==> config.mk <==
export PLATFORM = sky130hd
export DESIGN_NAME = id_ex_stage
export DESIGN_NICKNAME = d
export VERILOG_FILES = /design/src/rtl/id_ex_stage_pkg.sv /design/src/rtl/id_ex_stage_alu_ctrl_dec.sv /design/src/rtl/id_ex_stage.sv
export SDC_FILE = /design/constraint.sdc
export NUM_CORES = 1
export LEC_CHECK = 0
export CAP_MARGIN = 10
export CORE_MARGIN = 4
export CORE_UTILIZATION = 41
export CTS_CLUSTER_DIAMETER = 60
export DETAILED_ROUTE_END_ITERATION = 12
export HOLD_SLACK_MARGIN = 0.12
export PLACE_DENSITY_LB_ADDON = 0.15
export SLEW_MARGIN = 20
export SYNTH_ARGS = -nofsm -noshare
export SYNTH_HDL_FRONTEND = slang
export SYNTH_HIERARCHICAL = 1
export SYNTH_SLANG_ARGS = --single-unit
==> constraint.sdc <==
create_clock -name clk -period 2.9 [get_ports clk]
set_input_delay 0.58 -clock clk [delete_from_list [all_inputs] [get_ports clk]]
set_output_delay 0.58 -clock clk [all_outputs]
set_load 0.05 [all_outputs]
==> src/rtl/id_ex_stage_pkg.sv <==
// +----------------------------------------------------------------------------+
// | Package   : ex_pkg                                                        |
// | Purpose   : ALU control codes, ALU op enum, funct3 codes and the ID/EX     |
// |             control-field record shared by the ID/EX stage.               |
// | Revision  : 1.0                                                           |
// +----------------------------------------------------------------------------+
`default_nettype none

package ex_pkg;

    localparam logic [3:0] ALU_AND = 4'b0000;
    localparam logic [3:0] ALU_OR  = 4'b0001;
    localparam logic [3:0] ALU_ADD = 4'b0010;
    localparam logic [3:0] ALU_XOR = 4'b0011;
    localparam logic [3:0] ALU_SUB = 4'b0110;

    typedef enum logic [1:0] {
        AOP_MEM = 2'b00,
        AOP_BR  = 2'b01,
        AOP_R   = 2'b10,
        AOP_I   = 2'b11
    } alu_op_t;

    localparam logic [2:0] F3_ADD_SUB = 3'b000;
    localparam logic [2:0] F3_XOR     = 3'b100;
    localparam logic [2:0] F3_OR      = 3'b110;
    localparam logic [2:0] F3_AND     = 3'b111;

    // Width-independent stage fields; data/index fields live in the stage
    // itself because their widths follow the stage parameters.
    typedef struct packed {
        logic     valid;
        logic     reg_write;
        logic     alu_src;
        alu_op_t  alu_op;
        logic [2:0] funct3;
        logic     funct7_b5;
    } id_ex_t;

endpackage

`default_nettype wire

==> src/rtl/id_ex_stage_alu_ctrl_dec.sv <==
// +----------------------------------------------------------------------------+
// | Module    : alu_ctrl_dec                                                  |
// | Purpose   : Combinational alu_op/funct3/funct7_b5 -> 4-bit ALU control.   |
// | Revision  : 1.0                                                           |
// +----------------------------------------------------------------------------+
`default_nettype none

module alu_ctrl_dec
    import ex_pkg::*;
(
    input  logic       valid,
    input  alu_op_t    alu_op,
    input  logic [2:0] funct3,
    input  logic       funct7_b5,
    output logic [3:0] alu_control
);

    always_comb begin
        alu_control = ALU_ADD;
        if (valid) begin
            case (alu_op)
                AOP_MEM: alu_control = ALU_ADD;
                AOP_BR:  alu_control = ALU_SUB;
                default: begin
                    case (funct3)
                        // Only R-type uses bit 30 to pick SUB; I-type ADDI ignores it.
                        F3_ADD_SUB: alu_control = (alu_op == AOP_R && funct7_b5) ? ALU_SUB : ALU_ADD;
                        F3_AND:     alu_control = ALU_AND;
                        F3_OR:      alu_control = ALU_OR;
                        F3_XOR:     alu_control = ALU_XOR;
                        default:    alu_control = ALU_ADD;
                    endcase
                end
            endcase
        end
    end

endmodule

`default_nettype wire

==> src/rtl/id_ex_stage.sv <==
// +----------------------------------------------------------------------------+
// | Module    : id_ex_stage                                                   |
// | Purpose   : ID/EX pipeline register with RAW forwarding and ALU operand   |
// |             select. Define EX_FORWARD_EN to enable EX/MEM, MEM/WB bypass. |
// | Revision  : 1.0                                                           |
// +----------------------------------------------------------------------------+
`default_nettype none

module id_ex_stage
    import ex_pkg::*;
#(
    parameter int REG_WIDTH = 32,
    parameter int RADDR_W   = 5
) (
    input  logic                 clk,
    input  logic                 reset,
    input  logic                 stall,
    input  logic                 flush,
    input  logic                 id_valid,
    input  logic [REG_WIDTH-1:0] id_rs1_data,
    input  logic [REG_WIDTH-1:0] id_rs2_data,
    input  logic [REG_WIDTH-1:0] id_imm,
    input  logic [RADDR_W-1:0]   id_rs1,
    input  logic [RADDR_W-1:0]   id_rs2,
    input  logic [RADDR_W-1:0]   id_rd,
    input  logic                 id_alu_src,
    input  logic [1:0]           id_alu_op,
    input  logic [2:0]           id_funct3,
    input  logic                 id_funct7_b5,
    input  logic                 id_reg_write,
    input  logic                 exmem_reg_write,
    input  logic [RADDR_W-1:0]   exmem_rd,
    input  logic [REG_WIDTH-1:0] exmem_result,
    input  logic                 memwb_reg_write,
    input  logic [RADDR_W-1:0]   memwb_rd,
    input  logic [REG_WIDTH-1:0] memwb_result,
    output logic [REG_WIDTH-1:0] alu_in1,
    output logic [REG_WIDTH-1:0] alu_in2,
    output logic [3:0]           alu_control,
    output logic                 ex_valid,
    output logic [RADDR_W-1:0]   ex_rd,
    output logic                 ex_reg_write,
    output logic [REG_WIDTH-1:0] ex_store_data
);

    id_ex_t               ctrl_q;
    logic [REG_WIDTH-1:0] rs1_data_q;
    logic [REG_WIDTH-1:0] rs2_data_q;
    logic [REG_WIDTH-1:0] imm_q;
    logic [RADDR_W-1:0]   rs1_q;
    logic [RADDR_W-1:0]   rs2_q;
    logic [RADDR_W-1:0]   rd_q;
    // Marks the post-reset state so the ALU sees AND (0000) rather than the
    // bubble default of ADD until the first real update.
    logic                 fresh_q;

    logic [REG_WIDTH-1:0] fwd_a;
    logic [REG_WIDTH-1:0] fwd_b;
    logic [3:0]           dec_control;
    logic                 zero_out;

    always_ff @(posedge clk) begin
        if (reset) begin
            ctrl_q     <= '0;
            rs1_data_q <= '0;
            rs2_data_q <= '0;
            imm_q      <= '0;
            rs1_q      <= '0;
            rs2_q      <= '0;
            rd_q       <= '0;
            fresh_q    <= 1'b1;
        end else if (flush) begin
            ctrl_q     <= '0;
            rs1_data_q <= '0;
            rs2_data_q <= '0;
            imm_q      <= '0;
            rs1_q      <= '0;
            rs2_q      <= '0;
            rd_q       <= '0;
            fresh_q    <= 1'b0;
        end else if (!stall) begin
            ctrl_q.valid     <= id_valid;
            ctrl_q.reg_write <= id_reg_write;
            ctrl_q.alu_src   <= id_alu_src;
            ctrl_q.alu_op    <= alu_op_t'(id_alu_op);
            ctrl_q.funct3    <= id_funct3;
            ctrl_q.funct7_b5 <= id_funct7_b5;
            rs1_data_q       <= id_rs1_data;
            rs2_data_q       <= id_rs2_data;
            imm_q            <= id_imm;
            rs1_q            <= id_rs1;
            rs2_q            <= id_rs2;
            rd_q             <= id_rd;
            fresh_q          <= 1'b0;
        end
    end

`ifdef EX_FORWARD_EN
    always_comb begin
        fwd_a = rs1_data_q;
        if (exmem_reg_write && exmem_rd != '0 && exmem_rd == rs1_q)
            fwd_a = exmem_result;
        else if (memwb_reg_write && memwb_rd != '0 && memwb_rd == rs1_q)
            fwd_a = memwb_result;
    end

    always_comb begin
        fwd_b = rs2_data_q;
        if (exmem_reg_write && exmem_rd != '0 && exmem_rd == rs2_q)
            fwd_b = exmem_result;
        else if (memwb_reg_write && memwb_rd != '0 && memwb_rd == rs2_q)
            fwd_b = memwb_result;
    end
`else
    // Without bypass the hazard unit stalls on RAW; forwarding ports are ignored.
    logic unused_fwd;
    assign unused_fwd = ^{exmem_reg_write, exmem_rd, exmem_result,
                          memwb_reg_write, memwb_rd, memwb_result, rs1_q, rs2_q};
    assign fwd_a = rs1_data_q;
    assign fwd_b = rs2_data_q;
`endif

    alu_ctrl_dec u_alu_ctrl_dec (
        .valid       (ctrl_q.valid),
        .alu_op      (ctrl_q.alu_op),
        .funct3      (ctrl_q.funct3),
        .funct7_b5   (ctrl_q.funct7_b5),
        .alu_control (dec_control)
    );

    assign zero_out      = reset | fresh_q;
    assign alu_in1       = zero_out ? '0 : fwd_a;
    assign alu_in2       = zero_out ? '0 : (ctrl_q.alu_src ? imm_q : fwd_b);
    assign ex_store_data = zero_out ? '0 : fwd_b;
    assign alu_control   = zero_out ? ALU_AND : dec_control;
    assign ex_valid      = ~zero_out & ctrl_q.valid;
    assign ex_rd         = zero_out ? '0 : rd_q;
    assign ex_reg_write  = ~zero_out & ctrl_q.reg_write & ctrl_q.valid;

endmodule

`default_nettype wire

==> impl_metrics.yaml <==
worst_hold_path:
  hold_path.class: "flop to flop"
  min_from: "fwd_a[4]"
  hold_path_depth: 2
  hold-path-endpoint: "fwd_a[4]"
synthesis:
  synth_area_leader_cell: "dfxtp_1"
  synth_fp_nets: 725
  synth_cell_types: 20
  synth_top_cell_area_share: 0.436
  synth-warning-count: 6
  syn_inst: 525
  seq_area_frac_synth: 0.436
  ys_seq_elements: 111
  ys_top_cells_by_area: "dfxtp_1 (44%), mux2i_1 (28%), nor2_1 (9.9%)"
  syn_area_mm2: 0.00510
  synth_area_per_cell_um2: 9.71
floorplanning:
  initial_core_util: 0.421
  coreArea_mm2: 0.0121
  rows: 40
  dieArea_mm2: 0.0143
  fp.dieH_um: 120
  die_w_um: 120
  num_io_pins: 307
routing:
  drt_iter0_drc: 235
  wl_met2_um: 6790
  drc: 0
  ant_nets: 0
  top_layer: "met4"
  wl_per_cell_um: 15.6
  drt_wl_total_um: 13900
  via_per_inst: 4.76
  vias: 4244
  wl_met1_um: 5690
  first_pass_iters: 4
  wl_met3_um: 1180
cts:
  cts_root_buffer: "clkbuf_16"
  postCtsHoldBufs: 0
  post_cts_buffers: 0
  clockBufferDepth: 2
  clock-sinks: 111
  cts-buffers-inserted: 9
  cts_resized: 0
  cts.clk_slew.worst_paths_ns: 0.07
  cts_tree: "done"
  insertion_delay_ns: 0.34
  h-tree-depth: 3
sta:
  final.setup_skew_ns: 0
  fmax_mhz: 397
  setup_viol: 0
  drv_slew: 0
  hold_viol: 0
  slew_headroom: 0.662
  rsz0062_at_grt: "no"
  worst-slew-pin-transition_ns: 0.508
  fin_crit_sh: 0.868
  fin_crit_ns: 2.52
  tns_ns: 0
placed_design:
  numPortBuffers: 219
  hpwl_um: 9990
  place.gp.congestion: 0.762
worst_setup_path:
  worstSetupStartpointType: "input pin"
  r2r_slack_ns: 1.94
  critPathArrivalTime_ns: 1.94
  crit_fanout: 34
  cp.required_ns: 2.32
  r2r_cells: 2
  r2r_start: "ctrl_q[6]"
  timing.rr.end: "ctrl_q[6]"
  crit_type: "input pin to output port"
  end_kind: "output port"
grt:
  grt.overflow.total: 0
  grt_max_degree: 111
  grt_pass1_vias: 4296
  antenna_found_initial: 0
  grt_pass1_wl_um: 22100
  track_usage: 0.192
cells_and_area:
  final_util: 0.678
  nets: 921
  diodes: 0
  drive_gt1_frac: 0.193
  area_delta_synth_final_pct: 61.1
pwr:
  irDropWorstVdd_mv: 0.282
  finalPower_mw: 3.28
  p_leak_nw: 3.44
  cellPowerDensity_mw_per_mm2: 399
run_status:
  status: "complete, no violations"
run:
  maxCapViolCount: 0
power by group:
part | internal (mW) | total, mW | switching [mW]
logic | 0.294 | 0.534 | 0.240
clock network | 0.620 | 1.14 | 0.518
registers | 1.58 | 1.61 | 0.0315
total | 2.49 | 3.28 | 0.790
synth_stat cells, drive strengths merged:
cell type	count
or2	2
dfxtp	111
conb	1
nand2	1
o21bai	1
buf	32
and4bb	1
nor2b	1
and3	1
clkbuf	10
and2	74
nor2	145
mux2i	142
a32o	1
nand4	1
nand3	1
worst max-delay path by stage:
stage           from                end  slack [ns]  cells past startpoint
5_1_grt        reset         alu_in1[6]        0.31                      5
2_1_floorplan  reset        alu_in2[10]        0.59                      4
3_5_place_dp   reset         alu_in1[6]        0.36                      5
3_3_place_gp   reset  ex_store_data[20]        0.39                      5
4_1_cts        reset         alu_in1[6]        0.37                      5
6_report       reset         alu_in1[6]        0.38                      5
cells in the final DEF (no fill, tap or decap), drive strengths merged:
cell type / Yosys / layout
dfxtp: 111 / 111
or2: 2 / 2
mux2i: 142 / 142
a32o: 1 / 1
clkbuf: 10 / 13
clkinv: 0 / 1
and3: 1 / 1
clkdlybuf4s50: 0 / 112
conb: 1 / 1
o21bai: 1 / 1
nand2: 1 / 1
and4bb: 1 / 1
nor2b: 1 / 1
buf: 32 / 115
nand3: 1 / 1
nand4: 1 / 1
nor2: 145 / 145
and2: 74 / 74
logic make-up (layout without fill, tap and decap cells):
logic type | Yosys count | after routing | share of synthesized area
and+or+nand+nor | 227 | 227 | 0.213
muxes | 142 | 142 | 0.279
AOI/OAI and AO/OA | 2 | 2 | 0.00344
buffers and inverters | 42 | 241 | 0.0685
DFF | 111 | 111 | 0.436
other | 1 | 1 | 0.000735
through the flow:
stage / worst slack [ns] / instance area [um2] / hold WS [ns] / std cells
after floorplan: 0.592 / 5100 / 0.448 / 525
after global placement: 0.389 / 7950 / 0.465 / 878
after detailed placement: 0.365 / 7950 / 0.480 / 878
after CTS: 0.369 / 8210 / 0.496 / 892
after global routing: 0.308 / 8210 / 0.524 / 892
final: 0.383 / 8210 / 0.488 / 892
sequential cells by signal, summed over array words and instances, names as in the netlist:
signal / flops
ctrl_q: 9
fresh_q: 1
fwd_a: 32
fwd_b: 32
imm_q: 32
rd_q: 5
cell type report:
type                       instances  area (um2)
clock buffer                      13         260
tap                              168         210
fill                             970        3900
clock inverter                     1        5.00
multi-input combinational        372        2540
sequential                       111        2220
timing repair buffer             227        2980
critical path, stage by stage:
cell             delay (ns)
clkdlybuf4s50_1        0.48
nor2_4                 0.14
buf_4                  0.32
and2_1                 0.24
buf_12                 0.15
per-layer routing:
layer / global-route usage / up-vias
met5: 0 / -
met4: 0.0666 / 0
met3: 0.0735 / 13
met2: 0.322 / 132
met1: 0.224 / 2005
li1: - / 2094
(Power assumes the default switching activity.)
